$ cat config.mk
export PLATFORM = sky130hd
export DESIGN_NAME = jump_target_unit
export DESIGN_NICKNAME = d
export VERILOG_FILES = /design/src/rtl/jtu_pkg.sv /design/src/rtl/jtu_ras.sv /design/src/rtl/jump_target_unit.sv
export SDC_FILE = /design/constraint.sdc
export NUM_CORES = 1
export LEC_CHECK = 0
export ABC_CLOCK_PERIOD_IN_PS = 4500
export BUFFER_PORTS_ARGS = -buffer_cell sky130_fd_sc_hd__buf_2
export CORE_UTILIZATION = 35
export CTS_CLUSTER_DIAMETER = 30
export DETAILED_ROUTE_END_ITERATION = 6
export HOLD_SLACK_MARGIN = 0.08
export PLACE_DENSITY = 0.54
export REMOVE_ABC_BUFFERS = 1
export SLEW_MARGIN = 10
export SYNTH_ARGS = -nofsm -noshare
export SYNTH_HDL_FRONTEND = slang
export SYNTH_SLANG_ARGS = --single-unit
$ cat constraint.sdc
create_clock -name clk -period 4.5 [get_ports clk]
set_input_delay 0.45 -clock clk [delete_from_list [all_inputs] [get_ports clk]]
set_output_delay 0.45 -clock clk [all_outputs]
set_load 0.02 [all_outputs]
$ cat src/rtl/jtu_pkg.sv
// Shared types and constants for the jump target unit.
package jtu_pkg;

  typedef enum logic [2:0] {
    OP_J    = 3'd0,
    OP_JAL  = 3'd1,
    OP_BR   = 3'd2,
    OP_JR   = 3'd3,
    OP_JALR = 3'd4,
    OP_RET  = 3'd5
  } jtu_op_e;

  // Link skips the delay slot: pc_plus4 + 4.
  localparam int LINK_OFS = 4;

  function automatic logic is_link_op(input logic [2:0] op);
    return (op == OP_JAL) || (op == OP_JALR);
  endfunction

endpackage

$ cat src/rtl/jtu_ras.sv
// Circular return-address stack; overwrites the oldest entry when full.
// Optional sticky overflow/underflow flags under JTU_RAS_FLAGS_EN.
module jtu_ras
  import jtu_pkg::*;
#(
  parameter int ADDR_W = 32,
  parameter int DEPTH  = 8
) (
  input  logic              clk,
  input  logic              rst_n,
  input  logic              flush,
  input  logic              push,
  input  logic              pop,
  input  logic [ADDR_W-1:0] push_data,
  output logic [ADDR_W-1:0] top,
  output logic              empty,
  output logic              full
`ifdef JTU_RAS_FLAGS_EN
  ,
  output logic              ovf,
  output logic              unf
`endif
);

  localparam int PTR_W = $clog2(DEPTH);
  localparam logic [PTR_W:0] FULL_CNT = (PTR_W+1)'(DEPTH);

  logic [ADDR_W-1:0] mem_q [DEPTH];
  logic [PTR_W-1:0]  ptr_q;
  logic [PTR_W:0]    cnt_q;

  assign empty = (cnt_q == '0);
  assign full  = (cnt_q == FULL_CNT);
  // ptr_q is the next write slot, so the top lives one below it.
  assign top   = mem_q[ptr_q - PTR_W'(1)];

  always_ff @(posedge clk) begin
    if (rst_n && !flush && push) mem_q[ptr_q] <= push_data;
  end

  always_ff @(posedge clk) begin
    if (!rst_n || flush) begin
      ptr_q <= '0;
      cnt_q <= '0;
    end else if (push) begin
      ptr_q <= ptr_q + PTR_W'(1);
      if (!full) cnt_q <= cnt_q + (PTR_W+1)'(1);
    end else if (pop && !empty) begin
      ptr_q <= ptr_q - PTR_W'(1);
      cnt_q <= cnt_q - (PTR_W+1)'(1);
    end
  end

`ifdef JTU_RAS_FLAGS_EN
  always_ff @(posedge clk) begin
    if (!rst_n || flush) begin
      ovf <= 1'b0;
      unf <= 1'b0;
    end else begin
      if (push && full)  ovf <= 1'b1;
      if (pop && empty)  unf <= 1'b1;
    end
  end
`endif

endmodule

$ cat src/rtl/jump_target_unit.sv
// Pipelined jump/branch/register target unit with RAS return prediction.
// Define JTU_RAS_FLAGS_EN to expose sticky ras_ovf/ras_unf outputs.
module jump_target_unit
  import jtu_pkg::*;
#(
  parameter int ADDR_W    = 32,
  parameter int IDX_W     = 26,
  parameter int IMM_W     = 16,
  parameter int SHAMT     = 2,
  parameter int RAS_DEPTH = 8
) (
  input  logic              clk,
  input  logic              rst_n,
  input  logic              flush,
  input  logic              in_valid,
  output logic              in_ready,
  input  logic [2:0]        op,
  input  logic [ADDR_W-1:0] pc_plus4,
  input  logic [IDX_W-1:0]  instr_index,
  input  logic [IMM_W-1:0]  imm,
  input  logic [ADDR_W-1:0] rs_val,
  output logic              out_valid,
  input  logic              out_ready,
  output logic [ADDR_W-1:0] target,
  output logic              predicted,
  output logic              ras_empty,
  output logic              ras_full
`ifdef JTU_RAS_FLAGS_EN
  ,
  output logic              ras_ovf,
  output logic              ras_unf
`endif
);

  if (ADDR_W < IDX_W + SHAMT) begin : g_chk_w
    $error("jump_target_unit: ADDR_W must be >= IDX_W+SHAMT");
  end
  if (RAS_DEPTH < 2 || (RAS_DEPTH & (RAS_DEPTH - 1)) != 0) begin : g_chk_d
    $error("jump_target_unit: RAS_DEPTH must be a power of two >= 2");
  end

  logic              out_valid_q;
  logic [ADDR_W-1:0] target_q, target_d;
  logic              pred_q, pred_d;
  logic              accept;
  logic              push, pop;
  logic [ADDR_W-1:0] ras_top;
  logic [ADDR_W-1:0] jmp_tgt, br_tgt, hi_mask, link;
  logic signed [ADDR_W-1:0] imm_sx;

  assign in_ready  = !out_valid_q || out_ready;
  assign accept    = rst_n && !flush && in_valid && in_ready;
  assign out_valid = out_valid_q;
  assign target    = target_q;
  assign predicted = pred_q;

  // Region jump keeps the PC bits above the shifted index field.
  assign hi_mask = {ADDR_W{1'b1}} << (IDX_W + SHAMT);
  assign jmp_tgt = (pc_plus4 & hi_mask) | (ADDR_W'(instr_index) << SHAMT);
  assign imm_sx  = ADDR_W'($signed(imm));
  assign br_tgt  = pc_plus4 + ADDR_W'(imm_sx <<< SHAMT);
  assign link    = pc_plus4 + ADDR_W'(LINK_OFS);

  assign push = accept && is_link_op(op);
  assign pop  = accept && (op == OP_RET);

  always_comb begin
    target_d = rs_val;
    pred_d   = 1'b0;
    case (op)
      OP_J, OP_JAL:   target_d = jmp_tgt;
      OP_BR:          target_d = br_tgt;
      OP_JR, OP_JALR: target_d = rs_val;
      OP_RET: begin
        if (!ras_empty) begin
          target_d = ras_top;
          pred_d   = 1'b1;
        end
      end
      default: ;
    endcase
  end

  always_ff @(posedge clk) begin
    if (!rst_n) begin
      out_valid_q <= 1'b0;
      target_q    <= '0;
      pred_q      <= 1'b0;
    end else if (flush) begin
      out_valid_q <= 1'b0;
    end else if (accept) begin
      out_valid_q <= 1'b1;
      target_q    <= target_d;
      pred_q      <= pred_d;
    end else if (out_ready) begin
      out_valid_q <= 1'b0;
    end
  end

  jtu_ras #(
    .ADDR_W (ADDR_W),
    .DEPTH  (RAS_DEPTH)
  ) u_ras (
    .clk       (clk),
    .rst_n     (rst_n),
    .flush     (flush),
    .push      (push),
    .pop       (pop),
    .push_data (link),
    .top       (ras_top),
    .empty     (ras_empty),
    .full      (ras_full)
`ifdef JTU_RAS_FLAGS_EN
    ,
    .ovf       (ras_ovf),
    .unf       (ras_unf)
`endif
  );

endmodule

* Yosys cells after proc, flatten, opt, wreduce, memory -nomap -nowiden
Memory sizes are Yosys's and may differ from the RTL's. Cells that the tools add are included.
Word-level totals: output and inout port bits 37, register bits after elaboration 41, bits in writable memories 256, bits of input ports 114, memories 1
Memories:
- u_ras.mem_q | depth 8, bits a word 32, rd ports 1, clocked after Yosys merged registers in 0, write ports 1, RTL line jtu_ras.sv:28 | logic [ADDR_W-1:0] mem_q [DEPTH];
Cells by class: eq/ne operators 6, add/subtract/negate cells 6, bitwise logic cells 3, reductions and logical operators 22, multiplexer cells 13
Operator list (number):
- case mux 32 bit (3 select lines) | 1
- adder 32 x 3 -> 32 bit (second input constant) | 1
- adder 32 bit | 1
- two-way mux 32 bit | 1
- bitwise OR 32 x 28 -> 32 bit | 1
- two-way mux 4 bit | 3
- logical AND 1 bit | 7
- == test 3 bit (second input constant) | 2
- two-way mux 1 bit | 6
- two-way mux 3 bit | 2
- adder 4 x 1 -> 4 bit (second input constant) | 1
- == test 4 bit (second input constant) | 1
- logical NOT 1 bit | 4
- logical NOT 4 bit | 1
- AND reduction 2 bit | 2
- nonzero test 2 bit | 2
- OR reduction 2 bit | 2
- subtractor 4 x 1 -> 4 bit (second input constant) | 1
- adder 3 x 1 -> 3 bit (second input constant) | 1
- == test 3 x 1 -> 1 bit (second input constant) | 1
- == test 3 x 2 -> 1 bit (second input constant) | 1
- logical NOT 3 bit | 1
- logical OR 1 bit | 3
- subtractor 3 x 1 -> 3 bit (second input constant) | 1
- other kinds (2) | 3

* Logic depth before layout (Yosys ltp)
Gate-level depths: netlist of run 1.
depth after elaboration 8, gate-level depth with buffers 14, depth with buffers taken out 10

* By module
A second synthesis of run 1 with hierarchy kept.
Second synthesis, totals: cell total of the unflattened synthesis 1060, area total of the unflattened synthesis 14700.3 um^2
By module, submodules not included:
- jtu_ras | cells an instance 444, area an instance 10380.0 um^2, times used 1
- jump_target_unit | cells an instance 616, area an instance 4320.4 um^2, times used 1

* Worst setup path before layout of run 1
Ideal clock, no wire load.
path kind input to register, start in out_ready, end mem u_ras.mem_q[1][0] (enable), cell stages on the path 5, library setup time 0.461 ns, required time 4.039 ns, setup slack 0.290 ns, arrival 3.748 ns, cells stage by stage nand2b_1 -> nand3_1 -> nor3_2 -> nand2_1 -> nor3_1
On the way: cells in the longest elaborated chain, start to end 6
RTL lines:
- from (decl) | RTL line jump_target_unit.sv:23 | input logic out_ready,
- logical OR 1 bit | RTL line jump_target_unit.sv:51 | assign in_ready = !out_valid_q || out_ready;
- logical AND 1 bit | RTL line jump_target_unit.sv:52 | assign accept = rst_n && !flush && in_valid && in_ready;
- logical AND 1 bit | RTL line jump_target_unit.sv:64 | assign push = accept && is_link_op(op);
- logical AND 1 bit | RTL line jtu_ras.sv:38 | if (rst_n && !flush && push) mem_q[ptr_q] <= push_data;
- two-way mux 1 bit | RTL line jtu_ras.sv:38
- two-way mux 1 bit (not written as such) | RTL line jtu_ras.sv:38
- to (decl) | RTL line jtu_ras.sv:28
No other way between the ends.

* Final worst setup path of run 1
start reg u_ras.ptr_q[0], end reg target_q[14], in the netlist target[14]
On the way: cells in the longest elaborated chain, start to end 4
RTL lines:
- from (decl) | RTL line jtu_ras.sv:29 | logic [PTR_W-1:0] ptr_q;
- from (signal assigned) | RTL line jtu_ras.sv:46 | ptr_q <= ptr_q + PTR_W'(1);
- from (signal assigned) | RTL line jtu_ras.sv:49 | ptr_q <= ptr_q - PTR_W'(1);
- subtractor 3 x 1 -> 3 bit | RTL line jtu_ras.sv:35 | assign top = mem_q[ptr_q - PTR_W'(1)];
- memory read (8 x 32 bit)
- two-way mux 32 bit | RTL line jump_target_unit.sv:75 | if (!ras_empty) begin
- case mux 32 bit (3 select lines) | RTL line jump_target_unit.sv:70 | case (op)
- to (signal assigned) | RTL line jump_target_unit.sv:93 | target_q <= target_d;
- to (decl) | RTL line jump_target_unit.sv:43 | logic [ADDR_W-1:0] target_q, target_d;
No other way between the ends. A chain may end at the register's enable or synchronous reset.

==> out/qor.yml, run 1 <==
synth_edf_count: 256
path_delay_family: "buffers and inverters"
fin_area_um2: 17900
cts.sinks: 297
met1_usage: 0.290
grt_antenna_before_repair: 2
cts.repair.resized: 0
core_area_um2: 40100
grt_start_max_net_pins: 48
path_max_fanout: 36
finalClockSkew_ps: 24.6
synthesis.area_um2: 14300
fin_crit_sh: 0.753
avgRoutedWirePerCell_um: 24.4
cts_buffers: 66
syn_inst: 1073
cp-start-kind: "flip-flop"
rsz0062_at_grt: "false"
hpwl_um: 29800
seqCellArea_um2: 8510
root_buffer: "clkbuf_16"
routed_wl_um: 44800
synth.distinct_cells: 72
max_freq_mhz: 295
yosysWarnings: 0
final.setup.tns_ps: 0
ir_worst_vdd_mv: 0.242
grt.met2_usage: 0.353
clock_tree.htree_level_count: 3
report.final.slew_viol_count: 0
ioPinCount: 151
crit_required_ps: 4930
relSlewSlack: 0.324
powerDensity_nw_per_um2: 455
fin_crit_ps: 3390
drtPass1Iterations: 5
io_buffers: 150
final_nets: 1409
cts_setup_buffers: 0
p_total_mw: 8.14
grt_pass1_wl_um: 65900
maxCapViolCount: 0
ys.flop_type: "edfxtp_1"
cts_buffer_depth: 3
clk_pin_slew_worst_paths_ps: 50
ant_nets: 0
setup_viol: 0
rows: 73
worstPathArrival_ps: 3820
synthArstFlopShare: 0
clk_latency_ps: 550
tritoncts: "done"
start_util: 0.358
max_stage_delay_ps: 750
slowest_stage: "ha_2"
seq_area_frac_synth: 0.593
crit_chain: "inv_1 -> ha_2 -> buf_4 -> mux4_2 -> mux2i_1 -> o21bai_1 -> o221ai_1 -> a21boi_0"
multiInputGateArea_um2: 5580
place_area_um2: 15800
ctsHoldBuffers: 0
critical_path_buf_inv_count: 2
status: "completed"
drc: 0
synth.avg_cell_area_um2: 13.4
met3_usage: 0.0364
crit_type: "reg -> reg"
vias: 10200
yosys_register_bits: 297
leakage_nw: 6.38
timing_hold_violations_final: 0
utilization: 0.446
drt_iter0_markers: 895
hold_ws_ps: 156
dieArea_um2: 41800
syn2layout_area_growth_pct: 24.6
worst_pin_slew_ps: 1010
die_w_um: 204
viasPerCell: 5.58
grt_use_total: 0.218
fp.dieH_um: 204
busiest_layer: "met2"
drive_gt1_frac: 0.286
hold_class: "in -> reg"
num-fill-cells: 3638
place.gp.congestion: 0.900
end_kind: "flip-flop"
grt_overflow: 0
grt_pass1_vias: 10300
==> report_power, final <==
group	total, mW	internal [mW]	leakage [nW]	switching (mW)
Sequential	3.04	3.03	2.64	0.0162
Combinational	0.635	0.219	2.75	0.416
Clock	4.46	3.02	1.00	1.44
==> flip-flops by register name, summed over array words and instances, names as in the netlist <==
name / count
u_ras.mem_q: 256
target: 32
u_ras.cnt_q: 4
u_ras.ptr_q: 3
out_valid: 1
predicted: 1
==> cells in the mapped netlist, types with 6 or more instances <==
cell        n  area (um2)
o21ai_1     8        40.0
xnor2_1    38         333
a211oi_1   13        97.6
a31oi_1    19         119
a21o_1     15         113
xor2_1     19         166
ha_1       34         425
o21a_1      6        45.0
or3_1       8        50.1
o221ai_1    7        61.3
a221oi_1   10        87.6
o21ai_0    51         255
nor2_1     45         169
and3_1     13        81.3
inv_1      14        52.6
clkbuf_1   34         128
a21oi_1    90         450
buf_4       9        67.6
mux2i_1     9        90.1
o211ai_1    6        45.0
nand3_1    29         145
dfxtp_1    41         821
nor3_1     11        55.1
buf_2      11        55.1
o21bai_1    8        60.1
edfxtp_1  256        7690
nand2_1   113         424
mux4_2     64        1440
nand4_1     7        43.8
==> cell families after synthesis <==
family	count (synthesis)	share of synthesized area
xor+xnor	57	0.0348
flops	297	0.593
compound gates	276	0.124
fa+ha+maj	36	0.0324
mux	74	0.108
simple gates	257	0.0836
buf+inv	76	0.0242
==> layout by cell type (no fill, tap or decap), drive strengths merged, types with 5 or more instances in the layout <==
cell type	synthesis	final
edfxtp	256	256
buf	25	177
nand2	115	115
a21oi	93	93
clkbuf	34	78
mux4	64	64
o21ai	59	59
nor2	45	45
dfxtp	41	41
xnor2	38	38
ha	34	34
nand3	29	29
clkinv	0	22
inv	17	20
a31oi	19	19
xor2	19	19
a21o	16	16
a211oi	14	14
and3	13	13
nor3	13	13
a221oi	11	11
mux2i	9	9
or3	8	8
o21bai	8	8
clkinvlp	0	8
o221ai	8	8
nand4	7	7
o21a	6	6
o211ai	6	6
and2	6	6
and4	6	6
nor2b	5	5
o2111a	5	5
bufinv	0	5
==> per-layer routing <==
layer / vias up / share of wire
met4: 2 / 0.033
met1: 5126 / 0.42
met3: 80 / 0.070
li1: 4598 / -
met2: 428 / 0.48
met5: - / 0.00018
==> layout make-up <==
class | instances | share of cell area
diodes | 1 | 0.000140
clock buffers | 78 | 0.0972
clock inverters | 38 | 0.0196
inverters | 17 | 0.00357
multi-input cells | 700 | 0.312
flip-flops and latches | 297 | 0.476
well taps | 525 | 0.0367
repair buffers | 177 | 0.0547
==> per-stage QoR <==
step / worst slack, ps / instances
finish: 1110 / 1833
global route: 905 / 1833
CTS: 1040 / 1832
detailed placement: 1030 / 1716
global placement: 1040 / 1716
floorplan: -1710 / 1014
==> path summary, 6_finish.rpt <==
check	from	endpoint	slack [ps]	depth (start not counted)
max	u_ras.ptr_q[0]	target[14]	1110	8
min	rs_val[3]	target[3]	160	3
max reg2reg	u_ras.ptr_q[0]	target[14]	1110	8
min reg2reg	target[7]	target[7]	440	2
==> worst reg2reg max path, stage by stage, from the launching register on <==
cell,delay (ps)
dfxtp_4,610
inv_1,160
ha_2,750
buf_4,590
mux4_2,430
mux2i_1,330
o21bai_1,110
o221ai_1,190
a21boi_0,110
Power figures use the tool's default switching activity.
==> run 2, diff against run 1 <==
--- a/config.mk
+++ b/config.mk
@@ -5,13 +5,13 @@
 export SDC_FILE = /design/constraint.sdc
 export NUM_CORES = 1
 export LEC_CHECK = 0
-export ABC_CLOCK_PERIOD_IN_PS = 4500
+export ABC_CLOCK_PERIOD_IN_PS = 2950
 export BUFFER_PORTS_ARGS = -buffer_cell sky130_fd_sc_hd__buf_2
 export CORE_UTILIZATION = 35
 export CTS_CLUSTER_DIAMETER = 30
 export DETAILED_ROUTE_END_ITERATION = 6
 export HOLD_SLACK_MARGIN = 0.08
-export PLACE_DENSITY = 0.54
+export PLACE_DENSITY = 0.56
 export REMOVE_ABC_BUFFERS = 1
 export SLEW_MARGIN = 10
 export SYNTH_ARGS = -nofsm -noshare
==> constraint.sdc (replaced) <==
create_clock -name clk -period 2.95 [get_ports clk]
set_input_delay 0.295 -clock clk [delete_from_list [all_inputs] [get_ports clk]]
set_output_delay 0.295 -clock clk [all_outputs]
set_load 0.02 [all_outputs]
==> run 2 against run 1 <==
Against the previous run: non-clock buffer count up 45; combinational power is 59% higher; cell count increased by 2.6%; count of clock-buffer cells in the layout stayed put; power grew 57%; critical path depth is 2 higher; die area unchanged; worst hold slack worse by 58 ps; sequential power is 53% higher; routed wire length rose by 2.1%.
==> out/qor.yml, run 2 (synthesis gave the netlist of run 1 again) <==
status: "completed"
hold_ws_ps: 98.3
leakage_nw: 6.70
power.internal_mw: 9.88
routed_wl_um: 45800
regMostFlops: "u_ras.mem_q"
cts_buffer_depth: 3
worstPathArrival_ps: 3190
final_cell_mix: "edfxtp_1 (256), buf_2 (150), nand2_1 (113)"
rows: 73
timing_hold_violations_final: 0
cts.sinks: 297
pwr-share-clk: 0.559
place.gp.congestion: 0.900
p_seq_frac: 0.362
clock_tree.htree_level_count: 3
rsz0062_at_grt: "false"
die_w_um: 204
syn2layout_area_growth_pct: 28.9
root_buffer: "clkbuf_16"
drc: 0
fin_crit_sh: 0.938
maxCapViolCount: 0
grt_start_max_net_pins: 67
clk_pin_slew_worst_paths_ps: 50
relSlewSlack: 0.477
diodes: 0
slowest_stage: "dlygate4sd3_1"
tritoncts: "done"
grt_pass1_vias: 10400
path_common_cell: "nand2_1"
final_nets: 1455
crit_required_ps: 3380
powerDensity_nw_per_um2: 692
path_max_fanout: 22
cts_buffers: 67
dieArea_um2: 41800
worst_pin_slew_ps: 779
ir_worst_vdd_mv: 0.289
cp-start-kind: "flip-flop"
combPwrFrac: 0.079
grt_use_total: 0.220
grt_pass1_wl_um: 66400
io_buffers: 150
vias: 10500
grt_antenna_before_repair: 0
crit_chain: "inv_1 -> ha_4 -> buf_12 -> buf_4 -> mux4_2 -> nand2_1 -> nand2_1 -> nand2_1 -> a31oi_1 -> dlygate4sd3_1"
final.setup.tns_ps: 0
drive_gt1_frac: 0.306
avgRoutedWirePerCell_um: 24.3
core_area_um2: 40100
clk_latency_ps: 560
hold_class: "in -> reg"
max_freq_mhz: 361
hpwl_um: 30300
ant_nets: 0
drt_iter0_markers: 962
fin_crit_ps: 2770
ioPinCount: 151
grt_overflow: 0
start_util: 0.358
drtPass1Iterations: 5
layout_commonest_cell: "edfxtp_1"
swShare: 0.229
viasPerCell: 5.57
switchingPower_mw: 2.93
end_kind: "flip-flop"
setup_viol: 0
fp.dieH_um: 204
max_stage_delay_ps: 570
report.final.slew_viol_count: 0
crit_type: "reg -> reg"
finalClockSkew_ps: 24.7
largest_reg_flops: 256
run 2: cell types whose count changed in the layout (fill, tap and decap cells not counted), moves of 3 or more:
cell / previous run / this run
buf_4: 25 / 48
dlygate4sd3_1: 0 / 12
clkinv_4: 4 / 0
clkinv_1: 9 / 6
clkbuf_16: 67 / 70
clkinv_2: 9 / 14
inv_6: 3 / 9
buf_12: 2 / 11
run 2: timing repair:
item | CTS | global route
hold buffers | 12 | 0
endpoints found under the hold margin | 23 | 0
setup buffers | 0 | 0
endpoints found under the setup margin | 0 | 2
gates resized for setup | 0 | 1
run 2: routing by layer:
layer,share of wire,GRT usage
met1,0.42,0.287
met2,0.47,0.352
met3,0.081,0.0521
met4,0.031,0.0882
met5,0,0
run 2: area by class of cell:
class	instances	area [um2]
clock inverters	42	427
clock buffers	78	1770
inverters	17	63.8
fillers	3575	21600
repair buffers	222	1480
flip-flops and latches	297	8510
well taps	525	657
multi-input cells	700	5590
run 2: worst paths after layout:
check                                    start    endpoint  slack, ps  cells past startpoint
worst max register to register  u_ras.ptr_q[1]   target[4]        180                     10
worst max-delay path            u_ras.ptr_q[1]   target[4]        180                     10
worst min register to register      target[10]  target[10]        450                      2
worst min-delay path                rs_val[28]  target[28]        100                      3
run 2: through the flow:
step / instances / power [mW] / instance area, um2 / utilization / setup WS, ps
global route: 1881 / 13.2 / 18500 / 0.461 / 43.5
finish: 1881 / 12.8 / 18500 / 0.461 / 183
CTS: 1880 / 12.9 / 18500 / 0.460 / 22.1
global placement: 1748 / 5.70 / 16100 / 0.403 / 149
detailed placement: 1748 / 5.70 / 16100 / 0.403 / 157
floorplan: 1014 / 5.25 / 14100 / - / -3260
run 2: power by group through the flow:
| stage | Combinational (mW) | Sequential, mW | Clock (mW) |
|---|---|---|---|
| 2_1_floorplan | 0.505 | 4.74 | 0 |
| 3_3_place_gp | 0.983 | 4.71 | 0 |
| 3_5_place_dp | 0.987 | 4.71 | 0 |
| 4_1_cts | 1.00 | 4.64 | 7.26 |
| 5_1_grt | 1.09 | 4.64 | 7.48 |
| 6_report | 1.01 | 4.64 | 7.15 |
run 2: critical path, delay by kind of cell (launching register included):
kind	cells	cell delay [ps]
compound gates	1	70
fa+ha+maj	1	420
buf+inv	4	1200
flops	1	460
mux	1	300
simple gates	3	220
